==> src/rtl/ifetch_unit.sv <==
// Instruction fetch unit: requests instruction words from memory, presents them
// to the decoder with a valid/ready handshake and computes the next fetch pc
// from branch, jump and register-jump controls, with external flush redirects.
module ifetch_unit #(
    parameter logic [31:0] RESET_PC = 32'h0000_3000
) (
    input  logic        clk,
    input  logic        rst,
    output logic        imem_req,
    output logic [31:0] imem_addr,
    input  logic        imem_ack,
    input  logic [31:0] imem_rdata,
    output logic        instr_valid,
    input  logic        instr_ready,
    output logic [31:0] instr,
    output logic [5:0]  funcode,
    output logic [4:0]  rt,
    output logic [5:0]  specialcode,
    output logic [31:0] pc_out,
    output logic [31:0] pc_plus4,
    input  logic        Branch,
    input  logic        jump,
    input  logic        jumpReg,
    input  logic        branch_taken,
    input  logic [31:0] branch_offset,
    input  logic [31:0] jr_target,
    input  logic        flush,
    input  logic [31:0] flush_pc,
    output logic        addr_err,
    output logic [31:0] instr_count
);

    localparam int unsigned XLEN = 32;

    typedef enum logic [1:0] {
        IDLE  = 2'd0,
        FETCH = 2'd1,
        HOLD  = 2'd2,
        DRAIN = 2'd3
    } state_t;

    state_t            r_state,      w_state_nxt;
    logic [XLEN-1:0]   r_pc,         w_pc_nxt;
    logic [XLEN-1:0]   r_pc_plus4;
    logic [XLEN-1:0]   r_flush_pc,   w_flush_pc_nxt;
    logic [XLEN-1:0]   r_instr,      w_instr_nxt;
    logic [XLEN-1:0]   r_count,      w_count_nxt;
    logic              r_valid,      w_valid_nxt;
    logic              r_req,        w_req_nxt;
    logic              r_addr_err,   w_addr_err_nxt;
    logic [XLEN-1:0]   w_target;

    // Redirect target for the presented instruction, highest priority first.
    always_comb begin
        if (jumpReg) begin
            w_target = jr_target;
        end else if (jump) begin
            w_target = {r_pc_plus4[31:28], r_instr[25:0], 2'b00};
        end else if (Branch && branch_taken) begin
            w_target = r_pc_plus4 + (branch_offset << 2);
        end else begin
            w_target = r_pc_plus4;
        end
    end

    // Next-state and next-value logic; flush outranks every other event.
    always_comb begin
        w_state_nxt    = r_state;
        w_pc_nxt       = r_pc;
        w_flush_pc_nxt = r_flush_pc;
        w_instr_nxt    = r_instr;
        w_count_nxt    = r_count;
        w_valid_nxt    = r_valid;
        w_addr_err_nxt = 1'b0;
        case (r_state)
            IDLE: begin
                w_state_nxt = FETCH;
                if (flush) begin
                    w_pc_nxt = flush_pc;
                end
            end
            FETCH: begin
                if (flush) begin
                    if (imem_ack) begin
                        w_pc_nxt = flush_pc;
                    end else begin
                        w_flush_pc_nxt = flush_pc;
                        w_state_nxt    = DRAIN;
                    end
                end else if (imem_ack) begin
                    w_instr_nxt = imem_rdata;
                    w_valid_nxt = 1'b1;
                    w_state_nxt = HOLD;
                end
            end
            HOLD: begin
                if (flush) begin
                    w_valid_nxt = 1'b0;
                    w_pc_nxt    = flush_pc;
                    w_state_nxt = FETCH;
                end else if (instr_ready) begin
                    w_valid_nxt    = 1'b0;
                    w_pc_nxt       = {w_target[XLEN-1:2], 2'b00};
                    w_addr_err_nxt = |w_target[1:0];
                    w_count_nxt    = r_count + XLEN'(1);
                    w_state_nxt    = FETCH;
                end
            end
            DRAIN: begin
                // The outstanding word is discarded; a same-cycle flush wins.
                if (imem_ack) begin
                    w_pc_nxt    = flush ? flush_pc : r_flush_pc;
                    w_state_nxt = FETCH;
                end else if (flush) begin
                    w_flush_pc_nxt = flush_pc;
                end
            end
            default: begin
                w_state_nxt = IDLE;
            end
        endcase
        w_req_nxt = (w_state_nxt == FETCH) || (w_state_nxt == DRAIN);
    end

    // State and datapath registers with asynchronous reset.
    always_ff @(posedge clk or posedge rst) begin
        if (rst) begin
            r_state    <= IDLE;
            r_pc       <= RESET_PC;
            r_pc_plus4 <= RESET_PC + XLEN'(4);
            r_flush_pc <= '0;
            r_instr    <= '0;
            r_count    <= '0;
            r_valid    <= 1'b0;
            r_req      <= 1'b0;
            r_addr_err <= 1'b0;
        end else begin
            r_state    <= w_state_nxt;
            r_pc       <= w_pc_nxt;
            r_pc_plus4 <= w_pc_nxt + XLEN'(4);
            r_flush_pc <= w_flush_pc_nxt;
            r_instr    <= w_instr_nxt;
            r_count    <= w_count_nxt;
            r_valid    <= w_valid_nxt;
            r_req      <= w_req_nxt;
            r_addr_err <= w_addr_err_nxt;
        end
    end

    assign imem_req    = r_req;
    assign imem_addr   = r_pc;
    assign instr_valid = r_valid;
    assign instr       = r_instr;
    assign funcode     = r_instr[31:26];
    assign rt          = r_instr[20:16];
    assign specialcode = r_instr[5:0];
    assign pc_out      = r_pc;
    assign pc_plus4    = r_pc_plus4;
    assign addr_err    = r_addr_err;
    assign instr_count = r_count;

endmodule

==> config.mk <==
export PLATFORM = sky130hd
export DESIGN_NAME = ifetch_unit
export DESIGN_NICKNAME = d
export VERILOG_FILES = /design/src/rtl/ifetch_unit.sv
export SDC_FILE = /design/constraint.sdc
export NUM_CORES = 1
export LEC_CHECK = 0
export CORE_ASPECT_RATIO = 0.6
export CORE_MARGIN = 2
export CORE_UTILIZATION = 54
export DETAILED_ROUTE_END_ITERATION = 12
export PLACE_DENSITY = 0.9
export SLEW_MARGIN = 10
export SYNTH_ARGS = -nofsm -noshare
export SYNTH_HDL_FRONTEND = slang
export SYNTH_SLANG_ARGS = --single-unit
==> constraint.sdc <==
create_clock -name clk -period 10.63 [get_ports clk]
set_clock_uncertainty 0.1 [all_clocks]
set_input_delay 2.6575 -clock clk [delete_from_list [all_inputs] [get_ports clk]]
set_output_delay 2.6575 -clock clk [all_outputs]
set_load 0.02 [all_outputs]
==> results.md <==
* Main synth FF type: dfrtp_1
* Filler cells at 1638
* Worst path required time at 10.88 ns
* Fin. Hold Viols at 0
* Most used routing layer: met1
* Slew @ Worst Pin at 1.22 ns
* Pre-CTS WS at 3.61 ns
* GRT met2 Usage at 0.556
* Routed Antenna Nets at 0
* CP endpoint kind: register
* Port bufs at 314
* Max cap viols at 0
* Yosys top cell by area: dfrtp_1
* Worst VDD drop at 0.147 mV
* Slew Viols, Final at 0
* Critical path class: input pin to register
* Setup repair after global routing missed its margin: no
* GRT Overall Usage at 0.398
* Count of cell types in the netlist at 97
* Post-synth top area share at 0.333
* #FFs+latches synth at 162
* Syn Area/Cell at 8.82 um2
* IO Count at 317
* Post-cts gate resize count at 0
* First-pass GRT wire length at 69900 um
* Post-synthesis xor/xnor area fraction at 0.0483
* Max incr delay on CP at 0.62 ns
* CTS tree: done
* Row count at 41
* HPWL after DPL at 33900 um
* CTS root buf: clkbuf_16
* Core area at 0.0212 mm2
* Synth Area in Compound Gates at 0.223
* First-pass DRT Iterations at 10
* Post-synthesis sequential area ratio at 0.344
* Pwr dens at 216 mW/mm2
* Mux cell area share after synthesis at 0.0885
* Status: completed
* Total number of vias at 12200
* CTS sink count at 162
* Worst-path clk slew at 0.07 ns
* Pwr Total at 3.29 mW
* Post-route DRC at 0
* Largest family of logic cells by synthesized area: compound AO/OA/AOI/OAI gates
* Synth Area in Adders at 0.0346
* Fmax at 0.141 GHz
* Post-CTS Hold Buffers at 0
* Die width at 195 um
* Final worst setup slack at 3.52 ns
* GRT overflow at 0
* Synth Net Count at 1506
* Worst path slowest cell: a222oi_1
* Clk Latency, worst-skew pair at 0.45 ns
* Mapped Cells at 1337
* CTS buffer count at 17
* Syn Std Cell Area at 0.0118 mm2
* Final WL at 46300 um
* GRT met1 Usage at 0.559
* H-tree depth at 4
* Asr flop ratio synth at 1.00
* Post-synthesis simple-gate area fraction at 0.182
* Critical Path Source Type: input pin
* Vias in the first global route at 11800
* TNS Setup at 0 ns
* CP max FO at 45
* Fraction of layout cells with a size suffix above 1 at 0.0987
* Initial Util at 0.555
* Number of synthesized flops with an enable pin at 0
* Setup repair bufs after CTS at 0
* Clk buf depth at 2
* Synthesis warning total at 0
* Endpoints failing setup at 0
* Largest net degree at the start of global routing at 106
* GPL Wtd Cong at 1.02
* Synth top area cells: dfrtp_1 33%, mux2_2 6.3%, nand2_1 4.4%
* Leakage at 6.12 nW
* Min-Delay Path Class: register to register
* R2r setup slk at 5.69 ns
* Met3 Use GR at 0.174
* WL/cell at 25.2 um
* Initial antenna violation count at 0
* Final layout net count at 1716
* Number of diodes at 0
* Vias per Instance at 6.65
* Critical Path AT at 7.36 ns
* DRT iter0 DRCs at 2037
* Worst-path cell chain: clkdlybuf4s50_1 -> buf_4 -> and2_1 -> a31oi_1 -> a222oi_1 -> a2111oi_0 -> a21oi_1 -> nor4b_4 -> and3_2 -> nand4_4 -> nor4_2 -> xor2_1
* Area Overhead vs Synth at 29.0%
* Slew headroom at 0.169
* Die area at 0.0231 mm2
* Post-route minimum period at 7.11 ns
* Die height at 118 um
* Fin crit share at 0.669
## cell type report
type | count | area, um2 | share of cell area
tap | 279 | 349 | 0.0229
sequential | 162 | 4060 | 0.267
timing repair buffer | 328 | 3240 | 0.213
clock inverter | 12 | 180 | 0.0118
inverter | 36 | 140 | 0.00921
clock buffer | 20 | 447 | 0.0294
multi-input combinational | 1002 | 6800 | 0.447
## report_power, final
group,internal [mW],switching (mW)
Sequential,0.765,0.207
Combinational,0.690,0.951
Clock,0.401,0.277
## cells in the mapped netlist, drive strengths merged, types with 5 or more instances
library cell  instances
dfrtp               157
nand2               138
nor2                 97
a21oi                89
buf                  85
o21ai                84
mux2                 66
clkbuf               52
xnor2                50
nand3                42
inv                  32
ha                   31
nand4                31
mux2i                30
nand2b               22
nor3                 20
a31oi                19
o211ai               19
o221ai               19
a211oi               15
xor2                 15
and2                 14
and3                 14
a22oi                13
a21o                 12
o22ai                12
o21a                 11
a2111oi              10
o211a                10
nand3b                9
nor2b                 9
a211o                 7
or2                   7
nor3b                 6
o31ai                 6
a32oi                 5
a41oi                 5
dfstp                 5
nor4                  5
o21bai                5
o221a                 5
## flip-flops by register name, indices dropped and copies added (netlist names), named ones only
| register | flops |
|---|---|
| addr_err | 1 |
| instr_count | 32 |
| imem_addr | 30 |
| r_flush_pc | 32 |
| instr_valid | 1 |
| pc_plus4 | 30 |
| r_state | 2 |
| instr | 32 |
## critical path, delay by kind of cell
kind,cells,cell delay [ns]
and+or+nand+nor,5,2.00
AOI/OAI and AO/OA,4,1.56
buffers and inverters,2,0.87
xor gates and xnor gates,1,0.25
## layout by cell type, fill, tap and decap left out, types with 31 or more instances in the layout
cell type / n
nand2_1: 138
nor2_1: 96
ha_1: 31
mux2_2: 66
a21oi_1: 89
xnor2_1: 50
clkdlybuf4s50_1: 312
dfrtp_1: 157
nand3_1: 41
o21ai_0: 78
## per-stage QoR
step,instances,utilization,cell area [um2],hold WS [ns]
3_5_place_dp,1807,0.687,14600,0.389
6_report,1839,0.717,15200,0.408
4_1_cts,1839,0.717,15200,0.403
2_1_floorplan,1337,-,11800,0.349
5_1_grt,1839,0.717,15200,0.417
3_3_place_gp,1807,0.687,14600,0.367
## path summary, 6_finish.rpt
path	from	end	depth (start not counted)
worst min-delay path	instr_count[22]$_DFFE_PP0P_	instr_count[22]$_DFFE_PP0P_	1
worst min register to register	instr_count[22]$_DFFE_PP0P_	instr_count[22]$_DFFE_PP0P_	1
worst max-delay path	imem_ack	pc_plus4[31]$_DFF_PP0_	12
max in group asynchronous	rst	instr[10]$_DFFE_PP0P_	3
worst max register to register	r_state[1]$_DFF_PP0_	pc_plus4[31]$_DFF_PP0_	10
min in group asynchronous	rst	instr_count[10]$_DFFE_PP0P_	2
## per-layer routing
| metal | vias to the layer above | wire (um) | part of all wire |
|---|---|---|---|
| li1 | 5252 | - | - |
| met1 | 5821 | 18700 | 0.40 |
| met2 | 1039 | 18500 | 0.40 |
| met3 | 116 | 7890 | 0.17 |
| met4 | 0 | 1160 | 0.025 |
| met5 | - | 0 | 0 |
## logic make-up after synthesis
| family | count (synthesis) |
|---|---|
| buffers and inverters | 173 |
| and+or+nand+nor | 429 |
| xor gates and xnor gates | 65 |
| adders and majority gates | 32 |
| muxes | 96 |
| DFF | 162 |
| AOI/OAI and AO/OA | 380 |
Power figures use the tool's default switching activity.
